File: config.mk
export PLATFORM = sky130hd
export DESIGN_NAME = cdns_sdhc_datasync_filt
export DESIGN_NICKNAME = d
export VERILOG_FILES = /design/src/rtl/cdns_sdhc_datasync_pkg.sv /design/src/rtl/cdns_sdhc_datasync_cell.sv /design/src/rtl/cdns_sdhc_datasync_filt_chan.sv /design/src/rtl/cdns_sdhc_datasync_filt.sv
export SDC_FILE = /design/constraint.sdc
export NUM_CORES = 1
export LEC_CHECK = 0
export CORE_ASPECT_RATIO = 0.9
export CORE_MARGIN = 4
export CORE_UTILIZATION = 51
export CTS_CLUSTER_DIAMETER = 120
export DETAILED_ROUTE_END_ITERATION = 10
export PLACE_DENSITY = 0.84
export SETUP_SLACK_MARGIN = 0.2
export SYNTH_ARGS = -nofsm -noshare
export SYNTH_HDL_FRONTEND = slang
export SYNTH_HIERARCHICAL = 1
export SYNTH_SLANG_ARGS = --single-unit
File: constraint.sdc
create_clock -name clk -period 1.8 [get_ports clk]
set_input_delay 0.36 -clock clk [delete_from_list [all_inputs] [get_ports clk]]
set_output_delay 0.36 -clock clk [all_outputs]
set_load 0.02 [all_outputs]
File: src/rtl/cdns_sdhc_datasync_pkg.sv
// Shared constants and filter state encoding for the SDHC pad-input synchronizer/filter.
package cdns_sdhc_datasync_pkg;

  localparam int NUM_FLOPS_DFLT  = 2;
  localparam int FILT_CNT_W_DFLT = 8;

  typedef enum logic {
    STABLE  = 1'b0,
    QUALIFY = 1'b1
  } filt_state_e;

endpackage

File: src/rtl/cdns_sdhc_datasync_cell.sv
// Single async-reset synchronizer flop; the technology-cell swap point for metastability hardening.
module cdns_sdhc_datasync_cell #(
  parameter logic RESET_VAL = 1'b0
) (
  input  logic clk,
  input  logic reset_n,
  input  logic d,
  output logic q
);

  always_ff @(posedge clk or negedge reset_n) begin
    if (!reset_n) q <= RESET_VAL;
    else          q <= d;
  end

endmodule

File: src/rtl/cdns_sdhc_datasync_filt_chan.sv
// One channel: NUM_FLOPS-deep sync chain, qualification counter, filtered level and edge pulses.
module cdns_sdhc_datasync_filt_chan
  import cdns_sdhc_datasync_pkg::*;
#(
  parameter int   NUM_FLOPS   = NUM_FLOPS_DFLT,
  parameter int   FILT_CNT_W  = FILT_CNT_W_DFLT,
  parameter logic RESET_STATE = 1'b0
) (
  input  logic                  clk,
  input  logic                  reset_n,
  input  logic                  d_in,
  input  logic [FILT_CNT_W-1:0] filt_len,
  output logic                  d_sync,
  output logic                  d_out,
  output logic                  rise_pulse,
  output logic                  fall_pulse
);

  logic [NUM_FLOPS:0]    chain;
  filt_state_e           state;
  logic [FILT_CNT_W-1:0] cnt;
  logic [FILT_CNT_W-1:0] cnt_nxt;
  logic                  d_out_nxt;
  logic                  rise_nxt;
  logic                  fall_nxt;

  assign chain[0] = d_in;

  for (genvar k = 0; k < NUM_FLOPS; k++) begin : g_sync
    cdns_sdhc_datasync_cell #(
      .RESET_VAL (RESET_STATE)
    ) u_cell (
      .clk     (clk),
      .reset_n (reset_n),
      .d       (chain[k]),
      .q       (chain[k+1])
    );
  end

  assign d_sync = chain[NUM_FLOPS];

  // State is decoded from the level mismatch, so any agreeing cycle drops back to STABLE.
  always_comb begin
    state     = (d_sync != d_out) ? QUALIFY : STABLE;
    cnt_nxt   = '0;
    d_out_nxt = d_out;
    rise_nxt  = 1'b0;
    fall_nxt  = 1'b0;
    case (state)
      QUALIFY: begin
        if (cnt >= filt_len) begin
          d_out_nxt = d_sync;
          rise_nxt  = d_sync;
          fall_nxt  = ~d_sync;
        end else begin
          cnt_nxt = cnt + 1'b1;
        end
      end
      default: ;
    endcase
  end

  always_ff @(posedge clk or negedge reset_n) begin
    if (!reset_n) begin
      cnt        <= '0;
      d_out      <= RESET_STATE;
      rise_pulse <= 1'b0;
      fall_pulse <= 1'b0;
    end else begin
      cnt        <= cnt_nxt;
      d_out      <= d_out_nxt;
      rise_pulse <= rise_nxt;
      fall_pulse <= fall_nxt;
    end
  end

endmodule

File: src/rtl/cdns_sdhc_datasync_filt.sv
// Multi-channel SDHC pad-input synchronizer with glitch filter and edge pulses.
// Optional sticky interrupt status is built when CDNS_SDHC_DATASYNC_FILT_IRQ_EN is defined.
module cdns_sdhc_datasync_filt
  import cdns_sdhc_datasync_pkg::*;
#(
  parameter int               WIDTH       = 4,
  parameter int               NUM_FLOPS   = NUM_FLOPS_DFLT,
  parameter logic [WIDTH-1:0] RESET_STATE = {WIDTH{1'b0}},
  parameter int               FILT_CNT_W  = FILT_CNT_W_DFLT
) (
  input  logic                  clk,
  input  logic                  reset_n,
  input  logic [WIDTH-1:0]      d_in,
  input  logic [FILT_CNT_W-1:0] filt_len,
  output logic [WIDTH-1:0]      d_sync,
  output logic [WIDTH-1:0]      d_out,
  output logic [WIDTH-1:0]      rise_pulse,
  output logic [WIDTH-1:0]      fall_pulse
`ifdef CDNS_SDHC_DATASYNC_FILT_IRQ_EN
  ,
  input  logic [WIDTH-1:0]      irq_en,
  input  logic [WIDTH-1:0]      irq_clr,
  output logic [WIDTH-1:0]      irq_stat
`endif
);

  for (genvar i = 0; i < WIDTH; i++) begin : g_chan
    cdns_sdhc_datasync_filt_chan #(
      .NUM_FLOPS   (NUM_FLOPS),
      .FILT_CNT_W  (FILT_CNT_W),
      .RESET_STATE (RESET_STATE[i])
    ) u_chan (
      .clk        (clk),
      .reset_n    (reset_n),
      .d_in       (d_in[i]),
      .filt_len   (filt_len),
      .d_sync     (d_sync[i]),
      .d_out      (d_out[i]),
      .rise_pulse (rise_pulse[i]),
      .fall_pulse (fall_pulse[i])
    );
  end

`ifdef CDNS_SDHC_DATASYNC_FILT_IRQ_EN
  // Status is set from the registered pulses, one edge after the pulse; set beats clear.
  always_ff @(posedge clk or negedge reset_n) begin
    if (!reset_n) irq_stat <= '0;
    else          irq_stat <= (irq_stat & ~irq_clr) | ((rise_pulse | fall_pulse) & irq_en);
  end
`endif

endmodule

==> results.py <==
metrics = {
    "critical_path": {
        "worstPathCellList": "inv_1, ha_1, nand2b_4, a2111o_1, a21oi_2, mux2_4",
        "cp_num_buf_inv": 1,
        "required_ns": 1.98,
        "slowest_stage": "a2111o_1",
        "critPathTopFamily": "compound AO/OA/AOI/OAI gates",
        "cp.arrival_ns": 2.02,
        "end_kind": "flop",
        "critPathMaxFanout": 2,
        "reg2reg_depth": 6,
        "crit_cells": 6,
        "crit_type": "flop to flop",
        "max_stage_delay_ns": 0.41,
        "worst_setup_path_start_kind": "flop",
    },
    "timing": {
        "fin_skew_ns": 0.004078,
        "fin_ws_ns": -0.03624,
        "rsz0062_at_grt": "true",
        "timing_hold_violations_final": 0,
        "post-route-period-util_pct": 102.0,
        "timing.fmax_ghz": 0.5446,
        "slew_headroom_pct": 78.85,
        "drv_slew": 0,
        "finalSetupViolations": 7,
        "worst_pin_slew_ns": 0.3139,
        "fin_crit_ns": 1.836,
    },
    "pwr": {
        "leakage_nw": 1.932,
        "peakVddDrop_mv": 0.4862,
        "p_per_area_mw_per_mm2": 940.3,
    },
    "routing": {
        "post_drt_wl_per_cell_um": 14.53,
        "wl_met3_um": 214,
        "drt-total-wl_um": 5682,
        "vias_per_cell": 5.179,
        "drt_iter0_drc": 75,
        "firstDrtPassIters": 6,
        "vias": 2025,
        "routed.top_layer": "met4",
        "wl_met2_um": 2717,
        "drc": 0,
        "drt-met1-wl_um": 2640,
        "ant_nets": 0,
    },
    "cts": {
        "cts_tree": "built",
        "holdBufCountCts": 0,
        "cts_buffers": 5,
        "max-clock-path-buffers": 2,
        "clk_latency_ns": 0.29,
        "cts-htree-levels": 2,
        "cts.sinks": 52,
        "clkTransAtPathRegs_ns": 0.09,
        "cts_root_buf": "clkbuf_8",
    },
    "die": {
        "core_mm2": 0.005318,
        "rows": 25,
        "dieArea_mm2": 0.006790,
        "die_x_um": 86.42,
        "initial_core_util_pct": 53.08,
        "io_pins": 30,
        "die_h_um": 78.58,
    },
    "yosys": {
        "syn-mean-instance-area_um2": 10.38,
        "synth_flop_cell": "dfrtp_1",
        "yosysUniqueCellTypes": 17,
        "synth_seq_area_share_pct": 46.10,
        "synthArstFlopShare_pct": 100.0,
        "synth_fp_nets": 322,
        "synth_seq_cells": 52,
        "synth_edf_count": 0,
        "yosys_warnings": 6,
        "synth_area_mm2": 0.002823,
        "syn_inst": 272,
    },
    "finish": {
        "syn_to_final_growth_pct": 25.13,
        "layout.nets": 373,
        "final_core_util_pct": 66.42,
        "finalNonFillerCells": 391,
        "antenna_cells": 0,
        "drive_above_1_share_pct": 18.21,
    },
    "global_route": {
        "grt-ovfl-total": 0,
        "track_usage_pct": 18.29,
        "antenna_found_initial": 0,
        "grt_pass1_wl_um": 9873,
        "grt_start_max_net_pins": 53,
        "grt_pass1_vias": 2193,
    },
    "place": {
        "io_buffers": 29,
        "place_inst": 381,
        "place_congestion": 0.8481,
        "dp_hpwl_um": 4180,
    },
    "worst_hold_path": {
        "min_path_type": "input pin to async pin",
    },
    "status": {
        "outcome": "finished, violations left",
        "violations": "negative setup slack",
    },
    "run": {
        "max_cap_viol_count": 0,
    },
}
kinds of logic after synthesis:
| logic type | share of synthesized area, % |
|---|---|
| buf+inv | 5.319 |
| mux | 1.596 |
| simple gates | 15.07 |
| flops | 46.10 |
| xor+xnor | 8.688 |
| compound gates | 7.270 |
| fa+ha+maj | 15.96 |
layer usage:
metal	track usage, %	vias to the layer above
li1	-	1013
met4	5.140	0
met3	4.197	10
met1	23.71	973
met5	0	-
met2	30.50	29
path summary, 6_finish.rpt:
path	startpoint	end	slack, ns
max	g_chan[1].u_chan/cnt[0]$_DFF_PN0_	g_chan[1].u_chan/d_out$_DFFE_PN0P_	-0.04
min in group clk	g_chan[3].u_chan/g_sync[0].u_cell/q$_DFF_PN0_	g_chan[3].u_chan/g_sync[1].u_cell/q$_DFF_PN0_	0.35
max in group asynchronous	reset_n	g_chan[1].u_chan/g_sync[1].u_cell/q$_DFF_PN0_	1.52
min reg2reg	g_chan[3].u_chan/g_sync[0].u_cell/q$_DFF_PN0_	g_chan[3].u_chan/g_sync[1].u_cell/q$_DFF_PN0_	0.35
min	reset_n	g_chan[2].u_chan/cnt[5]$_DFF_PN0_	0.04
max reg2reg	g_chan[1].u_chan/cnt[0]$_DFF_PN0_	g_chan[1].u_chan/d_out$_DFFE_PN0P_	-0.04
cell type report:
cell class | instances | area (um2)
fillers | 426 | 1785
repair buffers | 44 | 410.4
multi-input cells | 180 | 1496
clock buffers | 8 | 90.09
inverters | 40 | 150.1
flip-flops and latches | 52 | 1301
well taps | 67 | 83.83
state kept, by name (all words and copies together), names as in the netlist:
name and cells:
g_chan.u_chan/fall_pulse 4, g_chan.u_chan/g_sync.u_cell/q 8, g_chan.u_chan/d_out 4, g_chan.u_chan/rise_pulse 4
g_chan.u_chan/cnt 32
layout by cell type, fill, tap and decap left out, types with 6 or more instances in the layout:
cell type        n
dfrtp_1         52
inv_1           40
ha_1            36
nor2_1          22
nand3_1         20
xor2_1          20
dlygate4sd2_1   16
buf_4           13
a21oi_1         10
nor2_2          10
xnor2_1          8
and3_1           8
nor3b_2          8
clkbuf_8         6
a21oi_2          6
dlymetal6s2s_1   6
per-stage QoR:
| step | TNS, ns | cell area (um2) | worst slack [ns] | hold slack, ns | power, mW |
|---|---|---|---|---|---|
| 6_report | -0.07002 | 3532 | -0.03624 | 0.04401 | 3.321 |
| 2_1_floorplan | -0.08961 | 2853 | -0.02240 | 0.06441 | 2.172 |
| 3_3_place_gp | -20.91 | 3332 | -0.5411 | 0.3326 | 2.556 |
| 3_5_place_dp | -22.74 | 3332 | -0.5746 | 0.3347 | 2.602 |
| 5_1_grt | -1.758 | 3532 | -0.08826 | 0.07265 | 3.540 |
| 4_1_cts | -0.02817 | 3476 | -0.008474 | 0.05220 | 3.285 |
report_power, final:
part           switching [mW]  internal [mW]
Clock                   0.345          0.314
Combinational           0.597          0.596
Sequential              0.156           1.31
synthesized netlist by cell type (all sizes together), types with 8 or more instances:
| cell type | n | area [um2] |
|---|---|---|
| a21oi | 16 | 80.08 |
| o21ai | 8 | 40.04 |
| inv | 40 | 150.1 |
| xor2 | 20 | 175.2 |
| and3 | 8 | 50.05 |
| xnor2 | 8 | 70.07 |
| ha | 36 | 450.4 |
| dfrtp | 52 | 1301 |
| nor3b | 8 | 60.06 |
| nor2 | 32 | 120.1 |
| nand3 | 20 | 100.1 |
timing repair:
item | in CTS | in global routing
pin swaps | 13 | 9
setup buffers | 2 | 0
gates resized for setup | 36 | 19
endpoints found under the setup margin | 54 | 50
Power figures use the tool's default switching activity.
